## config.mk

```make
export PLATFORM = sky130hd
export DESIGN_NAME = fifo_uart_tx
export DESIGN_NICKNAME = d
export VERILOG_FILES = /design/src/rtl/fifo_uart_pkg.sv /design/src/rtl/uart_baud_counter.sv /design/src/rtl/fifo_uart_tx.sv
export SDC_FILE = /design/constraint.sdc
export NUM_CORES = 1
export LEC_CHECK = 0
export CORE_ASPECT_RATIO = 1.75
export CORE_MARGIN = 1.5
export CORE_UTILIZATION = 40
export DETAILED_ROUTE_END_ITERATION = 16
export RECOVER_POWER = 50
export SYNTH_ARGS = -nofsm -noshare
export SYNTH_HDL_FRONTEND = slang
export SYNTH_SLANG_ARGS = --single-unit
```

## constraint.sdc

```tcl
create_clock -name clk -period 2.25 [get_ports clk]
set_clock_uncertainty 0.1 [all_clocks]
set_input_delay 0.675 -clock clk [delete_from_list [all_inputs] [get_ports clk]]
set_output_delay 0.675 -clock clk [all_outputs]
set_load 0.005 [all_outputs]
```

## src/rtl/fifo_uart_pkg.sv

```systemverilog
// Shared definitions for the FIFO-fed UART transmitter.
// Frame sequencing states used by fifo_uart_tx.
package fifo_uart_pkg;

    typedef enum logic [2:0] {
        IDLE   = 3'd0,
        FETCH  = 3'd1,
        START  = 3'd2,
        DATA   = 3'd3,
        PARITY = 3'd4,
        STOP   = 3'd5
    } state_t;

endpackage

```

## src/rtl/uart_baud_counter.sv

```systemverilog
// Per-bit clock divider for the UART transmitter.
// Counts 0..CLKS_PER_BIT-1 and flags the last cycle of each serial bit.
module uart_baud_counter #(
    parameter int CLKS_PER_BIT = 16
) (
    input  logic clk,
    input  logic rst,
    input  logic clr,
    output logic bit_end
);

    localparam int W = $clog2(CLKS_PER_BIT);
    localparam logic [W-1:0] LAST = W'(CLKS_PER_BIT - 1);

    logic [W-1:0] cnt;

    assign bit_end = (cnt == LAST);

    always_ff @(posedge clk) begin
        if (rst || clr || bit_end) begin
            cnt <= '0;
        end else begin
            cnt <= cnt + 1'b1;
        end
    end

endmodule

```

## src/rtl/fifo_uart_tx.sv

```systemverilog
// UART transmitter that pulls words from a registered-output FIFO.
// One word per frame: start, LSB-first data, optional even parity, stop.
module fifo_uart_tx
    import fifo_uart_pkg::*;
#(
    parameter int DATA_WIDTH   = 8,
    parameter int CLKS_PER_BIT = 16,
    parameter int PARITY_EN    = 0
) (
    input  logic                  clk,
    input  logic                  rst,
    input  logic                  enable,
    input  logic                  fifo_empty,
    input  logic [DATA_WIDTH-1:0] fifo_data,
    output logic                  fifo_rd_en,
    output logic                  tx_serial,
    output logic                  busy,
    output logic                  tx_done
);

    localparam int BW = $clog2(DATA_WIDTH);
    localparam logic [BW-1:0] LAST_BIT = BW'(DATA_WIDTH - 1);

    state_t                state, state_next;
    logic [DATA_WIDTH-1:0] shreg, shreg_next;
    logic [BW-1:0]         bit_cnt, bit_cnt_next;
    logic                  par;
    logic                  tx_next;
    logic                  bit_end;
    logic                  baud_clr;

    assign baud_clr   = (state == IDLE) || (state == FETCH);
    assign fifo_rd_en = (state == IDLE) & enable & ~fifo_empty & ~rst;
    assign busy       = (state != IDLE);
    assign tx_done    = (state == STOP) & bit_end & ~rst;

    uart_baud_counter #(
        .CLKS_PER_BIT(CLKS_PER_BIT)
    ) u_baud (
        .clk    (clk),
        .rst    (rst),
        .clr    (baud_clr),
        .bit_end(bit_end)
    );

    always_comb begin
        state_next   = state;
        shreg_next   = shreg;
        bit_cnt_next = '0;
        unique case (state)
            IDLE: begin
                if (fifo_rd_en) state_next = FETCH;
            end
            FETCH: begin
                shreg_next = fifo_data;
                state_next = START;
            end
            START: begin
                if (bit_end) state_next = DATA;
            end
            DATA: begin
                bit_cnt_next = bit_cnt;
                if (bit_end) begin
                    shreg_next = shreg >> 1;
                    if (bit_cnt == LAST_BIT) begin
                        bit_cnt_next = '0;
                        state_next   = (PARITY_EN != 0) ? PARITY : STOP;
                    end else begin
                        bit_cnt_next = bit_cnt + 1'b1;
                    end
                end
            end
            PARITY: begin
                if (bit_end) state_next = STOP;
            end
            STOP: begin
                if (bit_end) state_next = IDLE;
            end
            default: state_next = IDLE;
        endcase
    end

    // Line level is registered from the upcoming state so it lines up with it.
    always_comb begin
        tx_next = 1'b1;
        case (state_next)
            START:   tx_next = 1'b0;
            DATA:    tx_next = shreg_next[0];
            PARITY:  tx_next = par;
            default: tx_next = 1'b1;
        endcase
    end

    always_ff @(posedge clk) begin
        if (rst) begin
            state     <= IDLE;
            shreg     <= '0;
            bit_cnt   <= '0;
            par       <= 1'b0;
            tx_serial <= 1'b1;
        end else begin
            state     <= state_next;
            shreg     <= shreg_next;
            bit_cnt   <= bit_cnt_next;
            tx_serial <= tx_next;
            if (state == FETCH) par <= ^fifo_data;
        end
    end

endmodule

```

# Yosys cells after proc, flatten, opt, wreduce, memory -nomap -nowiden
# Cells that the tools add are included.
[op_classes]
n_addsub = 2
eq_ne = 11
muxes = 11
bitwise_logic = 8
n_reduce_logical = 9
[op_table]
columns = ["op", "count"]
rows = [
  ["$mux W3", 7],
  ["$pmux W3 S6", 1],
  ["$pmux W8 S2", 1],
  ["$eq A3 B2 Y1 const B", 4],
  ["$eq A3 B3 Y1 const B", 4],
  ["$mux W8", 1],
  ["$reduce_xor A8 Y1", 1],
  ["$and A1 B1 Y1", 5],
  ["$add A4 B1 Y4 const B", 1],
  ["$eq A4 B4 Y1 const B", 1],
  ["$add A3 B1 Y3 const B", 1],
  ["$eq A3 B1 Y1 const B", 1],
  ["$logic_not A3 Y1", 1],
  ["$logic_or A1 B1 Y1", 3],
  ["$not A1 Y1", 3],
  ["$pmux W1 S3", 1],
  ["$reduce_bool A3 Y1", 1],
  ["$ne A2 B2 Y1 const B", 1],
  ["$reduce_and A2 Y1", 1],
  ["$reduce_bool A2 Y1", 1],
  ["$reduce_or A2 Y1", 1],
]
[totals]
register_bits = 20
input_bits = 12
output_inout_bits = 4
elab_cells = 48

# Longest topological paths before layout
[depth]
word_depth = 8
ltp_mapped = 7
depth_no_buf = 6

# Modules after synthesis
# Synthesis repeated with hierarchy kept, for this count alone.
[unflattened]
hier_cells = 111
area_unflattened_um2 = 1016.0
[by_module_without_submodules]
columns = ["mod", "instances", "cells_each", "area_each_um2", "seq_area_each_um2"]
rows = [
  ["fifo_uart_tx", 1, 95, 858.3, 320.3],
  ["uart_baud_counter", 1, 16, 157.7, 80.1],
]

# Worst setup path after synthesis
# OpenSTA, ideal clock, no wires.
[synth_timing]
kind = "input -> output"
from = "input rst"
to = "output fifo_rd_en"
t_arrival_ns = 1.123
required_ns = 1.475
path_slack_ns = 0.352
stages = 2
n_path_buf = 0
path_cell_list = "nor4b_2 -> and2_1"
[synth_between]
elab_chain_len = 2
[synth_rtl]
columns = ["element", "line", "text"]
rows = [
  ["start, declared", "fifo_uart_tx.sv:11", "input logic rst,"],
  ["$not A1 Y1", "fifo_uart_tx.sv:33", "assign fifo_rd_en = (state == IDLE) & enable & ~fifo_empty & ~rst;"],
  ["$and A1 B1 Y1", "fifo_uart_tx.sv:33", ""],
  ["end, declared", "fifo_uart_tx.sv:15", "output logic fifo_rd_en,"],
]
# No other way between the ends.

# Worst setup path after layout
[layout_timing]
from = "input rst"
to = "output tx_done"
[layout_between]
elab_chain_len = 2
[layout_rtl]
columns = ["element", "line", "text"]
rows = [
  ["$not A1 Y1", "fifo_uart_tx.sv:35", "assign tx_done = (state == STOP) & bit_end & ~rst;"],
  ["$and A1 B1 Y1", "fifo_uart_tx.sv:35", ""],
  ["end, declared", "fifo_uart_tx.sv:18", "output logic tx_done"],
]
# No other way between the ends.

==> flow_metrics.env <==
export IMPL_finalSetupTns_ns=0
export IMPL_net_switching_power_uw=130
export IMPL_yosys_top_cells_area="dfxtp_1, xnor2_1, a21oi_1, nand2_1, a22oi_1"
export IMPL_synth_top_area_share_pct=39.5
export IMPL_finalPower_uw=647
export IMPL_layout_area_seq_um2=403
export IMPL_grt_met3_usage_pct=3.21
export IMPL_share_of_total_power_in_combinational_logic_pct=10.6
export IMPL_area_growth_pct=36.5
export IMPL_path_buf_inv=3
export IMPL_clock_tree_from_tritoncts="built"
export IMPL_route_detailed_drc=0
export IMPL_die_x_um=41.1
export IMPL_ctsHtreeMaxLevel=1
export IMPL_grtUsageMet1_pct=19.0
export IMPL_run_status="finished, final reports clean"
export IMPL_number_of_global_route_vias_before_repair=937
export IMPL_worst_pin_slew_ns=0.486
export IMPL_cts_made_buffers=3
export IMPL_worstReg2RegEnd="tx_serial"
export IMPL_postLayoutSetupSlackWorst_ns=0.0268
export IMPL_dpl_instance_area_um2=1240
export IMPL_initial_antenna_violation_count=0
export IMPL_clock_sinks=20
export IMPL_fraction_of_power_consumed_by_the_clock_network_pct=34.3
export IMPL_core_region_area_um2=2430
export IMPL_synthDistinctLibCells=38
export IMPL_initial_utilization_pct=41.7
export IMPL_n_antenna_cell=0
export IMPL_setup_worst_path_end_class="output pin"
export IMPL_n_fill_cell=221
export IMPL_crit_path_cell_trace="buf_6, nor3b_2, buf_4, and2b_2, dlygate4sd2_1"
export IMPL_wire_per_inst_um=13.8
export IMPL_dieArea_um2=2860
export IMPL_pwr_density_cell_nw_per_um2=467
export IMPL_timing_reg2reg_setup_slack_ns=0.16
export IMPL_critical_path_top_delay_family="buffers and inverters"
export IMPL_worstSkewPairLatency_ns=0.25
export IMPL_vdd_ir_drop_worst_v=0.000362
export IMPL_worst_path_max_fanout=4
export IMPL_p_sw_share_pct=20.0
export IMPL_grt_first_pass_wirelength_um=3790
export IMPL_multi_input_comb_area_um2=592
export IMPL_floorplan_rows=24
export IMPL_gpl_final_weighted_congestion=0.761
export IMPL_grt_busiest_layer="met2"
export IMPL_synth_warnings=0
export IMPL_power_frac_seq_pct=55.1
export IMPL_netlist_area_um2=1010
export IMPL_clock_tree_root_cell="clkbuf_8"
export IMPL_final_cell_area_um2=1380
export IMPL_critical_path_slowest_cell="dlygate4sd2_1"
export IMPL_dr_total_vias=921
export IMPL_finalNetCount=162
export IMPL_worst_setup_path_start_kind="input pin"
export IMPL_r2r_cell_count=11
export IMPL_timing_critical_path_arrival_ns=1.45
export IMPL_portBuffers=15
export IMPL_worst_hold_launch="u_baud.cnt[0]"
export IMPL_synth_ff_latch_count=20
export IMPL_static_leakage_power_uw=0.000574
export IMPL_cts_clk_slew_worst_paths_ns=0.06
export IMPL_placed_cell_count=159
export IMPL_remaining_number_of_nets_flagged_by_the_antenna_check_after_routing=0
export IMPL_post_place_ws_ns=-0.700
export IMPL_drt_pass1_iter_count=4
export IMPL_floorplan_die_height_um=69.6
export IMPL_timing_hold_worst_endpoint="u_baud.cnt[0]"
export IMPL_regToRegStartpoint="state[2]"
export IMPL_finalHoldViolCount=0
export IMPL_timing_final_crit_share_pct=98.8
export IMPL_yosysSeqAreaShare_pct=39.5
export IMPL_cp_required_ns=1.47
export IMPL_cellInternalPower_uw=517
export IMPL_cts_path_max_buffers=2
export IMPL_timing_setup_critical_path_class="in -> out"
export IMPL_io_pins=16
export IMPL_timing_slew_headroom_pct=67.1
export IMPL_slew_violations=0
export IMPL_post_layout_nonfiller_instances=171
export IMPL_hold_depth=1
export IMPL_fin_crit_ns=2.22
export IMPL_detail_route_vias_per_cell=5.39
export IMPL_routed_wl_um=2350
export IMPL_groute_layer_met2_usage_pct=33.5
export IMPL_fraction_of_layout_cells_with_a_size_suffix_above_1_pct=23.4
export IMPL_report_final_setup_viol=0
export IMPL_postSynthCellCount=114
export IMPL_clock_fmax_mhz=450
export IMPL_yosysTopAreaCell="dfxtp_1"
export IMPL_syn_mean_instance_area_um2=8.89
export IMPL_maxCapViolations=0
export IMPL_gr_total_overflow=0
export IMPL_grt_max_degree=13
export IMPL_cp_slowest_stage_delay_ns=0.23
export IMPL_hp_class="reg -> reg"
export IMPL_drtIter0Drc=23
export IMPL_detailedPlacementHpwl_um=1770
export IMPL_grt_total_usage_pct=18.9
export IMPL_syn_num_nets=129
kinds of logic (layout without fill, tap and decap cells):
family / count (synthesis) / count (layout) / share of synthesized area [%]
buffers and inverters: 11 / 42 / 5.18
DFF: 20 / 20 / 39.5
muxes: 2 / 2 / 1.98
and+or+nand+nor: 42 / 42 / 23.3
xor gates and xnor gates: 9 / 9 / 7.78
AOI/OAI and AO/OA: 27 / 27 / 18.5
adders and majority gates: 3 / 3 / 3.70
final cells by class:
class,instances,share of cell area (%)
inverter,5,1.36
tap,26,2.35
multi-input combinational,83,42.8
clock buffer,3,2.98
timing repair buffer,34,21.4
sequential,20,29.1
power by group through the flow:
stage,Clock [uW],Combinational [uW],Sequential (uW)
after detailed placement,0,65.4,364
after CTS,230,65.1,356
after floorplan,0,31.8,364
final,222,68.5,357
after global placement,0,65.9,364
after global routing,245,74.3,356
state kept, by name (all words and copies together), names as in the netlist:
signal / cells
shreg: 8
tx_serial: 1
par: 1
u_baud.cnt: 4
state: 3
bit_cnt: 3
stage by stage:
stage | utilization [%] | hold slack (ns)
floorplan | - | 0.318
global placement | 50.9 | 0.341
detailed placement | 50.9 | 0.345
CTS | 55.5 | 0.359
global route | 56.9 | 0.338
finish | 56.9 | 0.319
timing repair:
item | 4_1_cts | 5_1_grt
gates resized for setup | 12 | 11
buffers inserted | 10 | 1
hold buffers | 0 | 0
endpoints found under the hold margin | 0 | 0
pin swaps | 4 | 5
endpoints found under the setup margin | 2 | 5
how the worst max path moves through the flow:
| stage | slack (ns) | start | depth (start not counted) | endpoint |
|---|---|---|---|---|
| after global routing | -0.02 | fifo_empty | 4 | fifo_rd_en |
| after floorplan | 0.35 | rst | 2 | fifo_rd_en |
| after detailed placement | -0.70 | rst | 4 | fifo_rd_en |
| after global placement | -0.67 | rst | 4 | fifo_rd_en |
| final | 0.03 | rst | 5 | tx_done |
| after CTS | -0.18 | enable | 4 | fifo_rd_en |
synthesized netlist by cell type:
cell       number
dfxtp_1        20
nand2_1        13
a21oi_1        10
nor2_1          9
xnor2_1         8
a22oi_1         6
inv_1           5
ha_1            3
and2_1          2
and2b_2         2
and3_1          2
buf_2           2
buf_4           2
mux2i_1         2
nand3_1         2
nand3b_1        2
nor2b_1         2
or3b_1          2
a211oi_1        1
a221o_1         1
a2bb2oi_1       1
clkbuf_1        1
clkbuf_2        1
nand2b_1        1
nand4_2         1
nor3_1          1
nor3b_1         1
nor4b_2         1
nor4bb_1        1
o21ai_1         1
o21bai_1        1
o221a_1         1
o221ai_1        1
o22a_1          1
o22ai_1         1
o311a_1         1
o31a_1          1
xor2_1          1
layout by cell type, fill, tap and decap left out, types with 3 or more instances in the layout:
cell type and count:
buf_4 19, dfxtp_1 18, nand2_1 13, a21oi_1 10, clkdlybuf4s50_1 10, nor2_1 9
xnor2_1 8, a22oi_1 6, inv_1 5, clkbuf_8 3
per-layer routing:
metal,part of all wire (%),vias up
met5,0,-
met4,2.0,0
met3,3.3,5
met2,57,19
met1,38,436
li1,-,461
No activity file was read; power rests on OpenSTA's default activity.
